$ cat config.mk
export PLATFORM = sky130hd
export DESIGN_NAME = dds_sine_mc
export DESIGN_NICKNAME = d
export VERILOG_FILES = /design/src/rtl/dds_pkg.sv /design/src/rtl/dds_sine_mc_rom.sv /design/src/rtl/dds_sine_mc.sv
export SDC_FILE = /design/constraint.sdc
export NUM_CORES = 1
export LEC_CHECK = 0
export CORE_ASPECT_RATIO = 0.9
export CORE_MARGIN = 2
export CORE_UTILIZATION = 38
export DETAILED_ROUTE_END_ITERATION = 8
export PLACE_DENSITY_LB_ADDON = 0.25
export SLEW_MARGIN = 30
export SYNTH_ARGS = -nofsm -noshare
export SYNTH_HDL_FRONTEND = slang
export SYNTH_SLANG_ARGS = --single-unit
export TNS_END_PERCENT = 100
$ cat constraint.sdc
create_clock -name clk -period 8.5 [get_ports clk]
set_input_delay 1.7 -clock clk [delete_from_list [all_inputs] [get_ports clk]]
set_output_delay 1.7 -clock clk [all_outputs]
set_load 0.1 [all_outputs]
$ cat src/rtl/dds_pkg.sv
// Shared definitions for the multi-channel DDS sine generator:
// channel-index width, quadrant codes and the quarter-wave table generator.
package dds_pkg;

  localparam logic [1:0] Q0 = 2'b00;
  localparam logic [1:0] Q1 = 2'b01;
  localparam logic [1:0] Q2 = 2'b10;
  localparam logic [1:0] Q3 = 2'b11;

  function automatic int calc_chw(input int n);
    return (n > 1) ? $clog2(n) : 1;
  endfunction

  // Entry i of a 2^aw quarter-wave table with dw-bit signed full scale.
  // sin() is a Taylor series so the table folds to constants at elaboration.
  function automatic int rom_entry(input int i, input int aw, input int dw);
    real two_a;
    real amp;
    real x;
    real term;
    real s;
    two_a = 1.0;
    for (int k = 0; k < aw; k++) two_a = two_a * 2.0;
    amp = 1.0;
    for (int k = 0; k < dw - 1; k++) amp = amp * 2.0;
    amp = amp - 1.0;
    x = 1.57079632679489662 * (real'(i) + 0.5) / two_a;
    term = x;
    s = x;
    for (int k = 1; k <= 12; k++) begin
      term = -term * x * x / real'((2 * k) * (2 * k + 1));
      s = s + term;
    end
    return $rtoi(amp * s + 0.5);
  endfunction

endpackage

$ cat src/rtl/dds_sine_mc_rom.sv
// Quarter-wave sine magnitude ROM, one registered read per cycle.
// Contents are fixed at elaboration; the read register has no reset.
module quarter_sine_rom
  import dds_pkg::*;
#(
  parameter int ADDR_WIDTH = 7,
  parameter int DATA_WIDTH = 16
) (
  input  logic                  clk,
  input  logic [ADDR_WIDTH-1:0] addr,
  output logic [DATA_WIDTH-2:0] dout
);

  localparam int DEPTH = 1 << ADDR_WIDTH;
  localparam int MAG_W = DATA_WIDTH - 1;

  logic [MAG_W-1:0] rom [DEPTH];
  logic [MAG_W-1:0] dout_d;
  logic [MAG_W-1:0] dout_q;

  genvar gi;
  generate
    for (gi = 0; gi < DEPTH; gi++) begin : g_rom
      assign rom[gi] = MAG_W'(rom_entry(gi, ADDR_WIDTH, DATA_WIDTH));
    end
  endgenerate

  always_comb dout_d = rom[addr];

  always_ff @(posedge clk) dout_q <= dout_d;

  assign dout = dout_q;

endmodule

$ cat src/rtl/dds_sine_mc.sv
// Multi-channel DDS: per-channel phase accumulators, round-robin issue into
// a shared quarter-wave ROM, and a tagged signed sample stream 2 cycles later.
module dds_sine_mc
  import dds_pkg::*;
#(
  parameter int NUM_CH      = 4,
  parameter int PHASE_WIDTH = 16,
  parameter int ADDR_WIDTH  = 7,
  parameter int DATA_WIDTH  = 16,
  parameter int INCR_WIDTH  = 16,
  localparam int CHW        = calc_chw(NUM_CH)
) (
  input  logic                         clk,
  input  logic                         reset,
  input  logic                         enable,
  input  logic                         updn,
  input  logic                         preload,
  input  logic [CHW-1:0]               pl_ch,
  input  logic [PHASE_WIDTH-1:0]       pl_phase,
  input  logic                         incr_we,
  input  logic [CHW-1:0]               incr_ch,
  input  logic [INCR_WIDTH-1:0]        incr_data,
  output logic signed [DATA_WIDTH-1:0] sine_out,
  output logic [CHW-1:0]               sine_ch,
  output logic                         sine_valid
);

  localparam int P     = PHASE_WIDTH;
  localparam int A     = ADDR_WIDTH;
  localparam int LW    = A + 2;
  localparam int MAG_W = DATA_WIDTH - 1;

  logic [LW-1:0]  look_all [NUM_CH];
  logic [CHW-1:0] sel_q, sel_d;

  // Per-channel state; only the top quadrant+index bits leave the channel.
  genvar gi;
  generate
    for (gi = 0; gi < NUM_CH; gi++) begin : g_ch
      logic [P-1:0] ph_q, ph_d;
      logic [P-1:0] inc_q, inc_d;
      logic         issue, pl_hit, inc_hit;

      always_comb begin
        issue   = enable && (sel_q == CHW'(gi));
        pl_hit  = preload && (pl_ch == CHW'(gi));
        inc_hit = incr_we && (incr_ch == CHW'(gi));
        ph_d    = ph_q;
        if (pl_hit)     ph_d = pl_phase;
        else if (issue) ph_d = updn ? ph_q + inc_q : ph_q - inc_q;
        inc_d = inc_hit ? P'(incr_data) : inc_q;
      end

      always_ff @(posedge clk) begin
        if (!reset) begin
          ph_q  <= '0;
          inc_q <= '0;
        end else begin
          ph_q  <= ph_d;
          inc_q <= inc_d;
        end
      end

      assign look_all[gi] = ph_q[P-1 -: LW];
    end
  endgenerate

  logic [LW-1:0]      look;
  logic [1:0]         quad;
  logic [A-1:0]       idx;
  logic               s1_valid_q, s1_valid_d;
  logic [A-1:0]       s1_addr_q, s1_addr_d;
  logic [1:0]         s1_quad_q, s1_quad_d;
  logic [CHW-1:0]     s1_ch_q, s1_ch_d;
  logic               s2_valid_q, s2_valid_d;
  logic [1:0]         s2_quad_q, s2_quad_d;
  logic [CHW-1:0]     s2_ch_q, s2_ch_d;
  logic [MAG_W-1:0]   rom_dout;
  logic [DATA_WIDTH-1:0] mag_ext;
  logic signed [DATA_WIDTH-1:0] sine_out_q, sine_out_d;
  logic [CHW-1:0]     sine_ch_q, sine_ch_d;
  logic               sine_valid_q, sine_valid_d;

  always_comb begin
    look = look_all[sel_q];
    quad = look[LW-1 -: 2];
    idx  = look[A-1:0];

    sel_d = sel_q;
    if (enable) sel_d = (sel_q == CHW'(NUM_CH - 1)) ? '0 : sel_q + CHW'(1);

    // Odd quadrants read the table backwards.
    s1_valid_d = enable;
    s1_addr_d  = ((quad == Q1) || (quad == Q3)) ? ~idx : idx;
    s1_quad_d  = quad;
    s1_ch_d    = sel_q;

    s2_valid_d = s1_valid_q;
    s2_quad_d  = s1_quad_q;
    s2_ch_d    = s1_ch_q;

    mag_ext      = {1'b0, rom_dout};
    sine_valid_d = s2_valid_q;
    sine_out_d   = sine_out_q;
    sine_ch_d    = sine_ch_q;
    if (s2_valid_q) begin
      sine_out_d = ((s2_quad_q == Q2) || (s2_quad_q == Q3)) ? -mag_ext : mag_ext;
      sine_ch_d  = s2_ch_q;
    end
  end

  quarter_sine_rom #(
    .ADDR_WIDTH(ADDR_WIDTH),
    .DATA_WIDTH(DATA_WIDTH)
  ) u_rom (
    .clk (clk),
    .addr(s1_addr_q),
    .dout(rom_dout)
  );

  always_ff @(posedge clk) begin
    if (!reset) begin
      sel_q        <= '0;
      s1_valid_q   <= 1'b0;
      s1_addr_q    <= '0;
      s1_quad_q    <= '0;
      s1_ch_q      <= '0;
      s2_valid_q   <= 1'b0;
      s2_quad_q    <= '0;
      s2_ch_q      <= '0;
      sine_out_q   <= '0;
      sine_ch_q    <= '0;
      sine_valid_q <= 1'b0;
    end else begin
      sel_q        <= sel_d;
      s1_valid_q   <= s1_valid_d;
      s1_addr_q    <= s1_addr_d;
      s1_quad_q    <= s1_quad_d;
      s1_ch_q      <= s1_ch_d;
      s2_valid_q   <= s2_valid_d;
      s2_quad_q    <= s2_quad_d;
      s2_ch_q      <= s2_ch_d;
      sine_out_q   <= sine_out_d;
      sine_ch_q    <= sine_ch_d;
      sine_valid_q <= sine_valid_d;
    end
  end

  assign sine_out   = sine_out_q;
  assign sine_ch    = sine_ch_q;
  assign sine_valid = sine_valid_q;

endmodule

==> metrics.txt <==
outcome=finished clean; Post-synth EDFFs=0; pre-CTS WS=between 3 and 4 ns; Fillers=roughly 3.7k; number of nets in the synthesized netlist=1965; Worst setup EP type=register; pin count of the biggest net entering global routing=72; height of the chip=183 µm; clk slew on worst S/H paths=0.08 ns; DPL Wire Length=approximately 32000 µm; number of rows in the core area=65; Post-Syn Instances=1820; number of clock sinks seen by CTS=between 150 and 200; final layout net count=1936; gpl congestion=0.976; Req. time, crit path=slightly below 9 ns; GRT Residual Overflow=0; clock tree from TritonCTS=done; Max Fclk=approximately 230 MHz; first-pass GRT wire length=about 67000 µm; Cell Count Post-Placement=approximately 2.2k; Mean Syn Cell Area=~7.5 µm²; starting density of the core=around 39%; mapped cell area=about 0.014 mm²; htree depth=4; Hold WS=approximately 0.43 ns; max-cap violation count=0; average vias per placed instance=5.89; number of antenna violations at the first check in global routing=0; transition time at the pin with the least slew margin=around 1 ns; CTS hold repair buffers=0; worst-case clock buffer depth=2; horizontal die dimension=slightly above 200 µm; share of Yosys cell area claimed by the top area cell type=between 20% and 30%; sequential share of power=between 30% and 40%; most frequently used flop master after synthesis=sky130_fd_sc_hd__dfxtp_1; minimum clock period after layout=4.43 ns; final max-slew violation count=0; # DRC=0; main area contributors after synthesis=sky130_fd_sc_hd__dfxtp_1, sky130_fd_sc_hd__ha_1, sky130_fd_sc_hd__a21oi_1; number of port buffers=60; Internal Dissipation=~1.7 mW; Crit Reg-Reg Startpoint=g_ch[1].inc_q[2]$_SDFFE_PN0P_; max-slew headroom at the worst pin=32.9%; layout cells sized above 1=roughly 5%; post-synth top area cell=sky130_fd_sc_hd__dfxtp_1; Clock Power Share=a little over a quarter; Iter 0 DRT Violations=between 1k and 1.5k; Peak supply drop=0.000166 V; ant diodes=0; post-route clock period utilization=a little over half; leakage dissipation=5.82 nW; core area=about 0.035 mm²; Switching Share=approximately two fifths; die footprint=0.0373 mm²; Antenna Violating Nets Remaining=0; total via count in the routed design=approximately 13k; wire per inst=19.1 µm; vias in the first global route=~12k; total routing resource utilization after global routing=around 23%; worst hold path startpoint=s1_valid_q$_SDFF_PN0_; fraction of synthesis flops using an asynchronous set or reset pin=0%; Final Hold Vio Count=0; net switching power of the design=roughly 1.2 mW; number of top-level pins=around 60; sum of negative setup slack=0 ns; portion of the post-synthesis area used by sequential elements=between 20% and 30%; Pre-antenna DRT Iters=7; post-CTS setup repair buffer count=0; final instance area=around 0.015 mm²; critical path data arrival time=between 4 and 5 ns; final setup violation count=0; commonest cells after routing, fill and taps aside=sky130_fd_sc_hd__nand2_1, sky130_fd_sc_hd__a21oi_1, sky130_fd_sc_hd__dfxtp_1, sky130_fd_sc_hd__nor2_1, sky130_fd_sc_hd__o21ai_0; area growth from synthesis to layout=10.2%; number of warnings reported in the yosys synthesis log=0; pwr dens=just under 200 mW/mm²; clock skew=0.0148 ns; leading cell type in the layout, fill and taps excluded=sky130_fd_sc_hd__nand2_1; CP Max Fanout=60; setup repair after global routing missed its margin=no; clk_lat worst skew=between 0.4 and 0.5 ns; path category of the worst min-delay check=reg -> reg; logic gate share of total power=37.6%; critical path launch point type=input pin; #FFs+latches synth=between 150 and 200; Total Wirelength=roughly 43000 µm; instance area at placement=between 0.01 and 0.015 mm²; crit path launch=updn; total CTS buffers=17; PnR worst setup slack=approximately 4 ns; post-CTS sizing=0; number of different library cells in the post-synthesis netlist=just under 80; number of standard cells in the final layout excluding fillers=2273; Worst Setup Path Type=in -> reg; root cell of the clock tree=sky130_fd_sc_hd__clkbuf_16
-- synth_stat cells (18+ instances only) --
| master | instances |
|---|---|
| sky130_fd_sc_hd__clkbuf_1 | 103 |
| sky130_fd_sc_hd__dfxtp_1 | 179 |
| sky130_fd_sc_hd__nand3_1 | 35 |
| sky130_fd_sc_hd__xor2_1 | 58 |
| sky130_fd_sc_hd__o21ai_0 | 108 |
| sky130_fd_sc_hd__nor2_1 | 142 |
| sky130_fd_sc_hd__a311oi_1 | 21 |
| sky130_fd_sc_hd__nand2_1 | 299 |
| sky130_fd_sc_hd__a211oi_1 | 30 |
| sky130_fd_sc_hd__inv_1 | 35 |
| sky130_fd_sc_hd__and2_1 | 18 |
| sky130_fd_sc_hd__nor3_1 | 44 |
| sky130_fd_sc_hd__o211ai_1 | 26 |
| sky130_fd_sc_hd__a21oi_1 | 232 |
| sky130_fd_sc_hd__a21o_1 | 29 |
| sky130_fd_sc_hd__ha_1 | 99 |
| sky130_fd_sc_hd__a31oi_1 | 37 |
| sky130_fd_sc_hd__xnor2_1 | 62 |
-- power groups by stage --
stage	combinational [mW]	clock (mW)	sequential (mW)
2_1_floorplan	0.778	0	1.03
6_report	1.08	0.784	1.02
3_5_place_dp	1.06	0	1.04
5_1_grt	1.18	0.837	1.03
4_1_cts	1.07	0.799	1.02
3_3_place_gp	1.05	0	1.03
-- cells by family (layout without fill, tap and decap cells) --
group / count (synthesis) / in the layout / share of synthesized area (%)
AO/OA/AOI/OAI: 581 / 581 / 26.1
XOR/XNOR: 121 / 121 / 7.86
adder cells (fa/ha/maj): 103 / 103 / 9.71
buffers and inverters: 158 / 142 / 4.41
flip-flops: 179 / 179 / 26.4
multiplexers: 38 / 38 / 4.33
AND/OR/NAND/NOR: 640 / 640 / 21.2
-- per-layer routing --
layer	vias up	part of all wire [%]	track usage [%]	wire [µm]
met1	6339	47	32.5	20200
met3	65	6.6	3.23	2860
met5	-	0	0	0
met2	508	44	35.8	19200
met4	0	2.4	7.59	1050
li1	6473	-	-	-
-- worst paths after layout --
| check | endpoint | slack, ns | cells past startpoint |
|---|---|---|---|
| max | g_ch[2].ph_q[14]$_SDFFE_PN0P_ | 4.07 | 10 |
| min | s2_valid_q$_SDFF_PN0_ | 0.43 | 1 |
| max reg2reg | g_ch[1].ph_q[15]$_SDFFE_PN0P_ | 5.11 | 11 |
| min reg2reg | s2_valid_q$_SDFF_PN0_ | 0.43 | 1 |
-- registers in the layout (all words and copies together) (netlist names) --
name,cells
g_ch.inc_q,64
s2_quad_q,1
s1_quad_q,1
s1_addr_q,7
g_ch.ph_q,64
sine_valid,1
s2_valid_q,1
s1_valid_q,1
s2_ch_q,2
u_rom.dout,15
s1_ch_d,2
sine_out,16
s1_ch_q,2
sine_ch,2
-- area by class of cell --
class	count	area, µm²	share of cell area, %
Sequential cell	179	3590	24.0
Inverter	39	149	0.995
Timing Repair Buffer	71	673	4.50
Multi-Input combinational cell	1483	9400	62.8
Tap cell	469	587	3.92
Clock buffer	18	429	2.87
Clock inverter	14	139	0.928
-- critical path, stage by stage --
cell                       delay (ns)
sky130_fd_sc_hd__buf_2           0.08
sky130_fd_sc_hd__buf_4           0.48
sky130_fd_sc_hd__mux2_2          0.44
sky130_fd_sc_hd__fa_1            0.45
sky130_fd_sc_hd__a211oi_1        0.30
sky130_fd_sc_hd__o211ai_1        0.22
sky130_fd_sc_hd__a41oi_2         0.29
sky130_fd_sc_hd__a21oi_1         0.12
sky130_fd_sc_hd__nor3b_1         0.14
sky130_fd_sc_hd__or4_1           0.49
-- metrics by stage --
| stage | utilization (%) | power (mW) |
|---|---|---|
| 2_1_floorplan | - | 1.81 |
| 3_3_place_gp | 41.0 | 2.09 |
| 3_5_place_dp | 41.0 | 2.10 |
| 4_1_cts | 42.6 | 2.88 |
| 5_1_grt | 42.6 | 3.05 |
| 6_report | 42.6 | 2.89 |
Note: power is estimated with default switching activity, not from simulation.
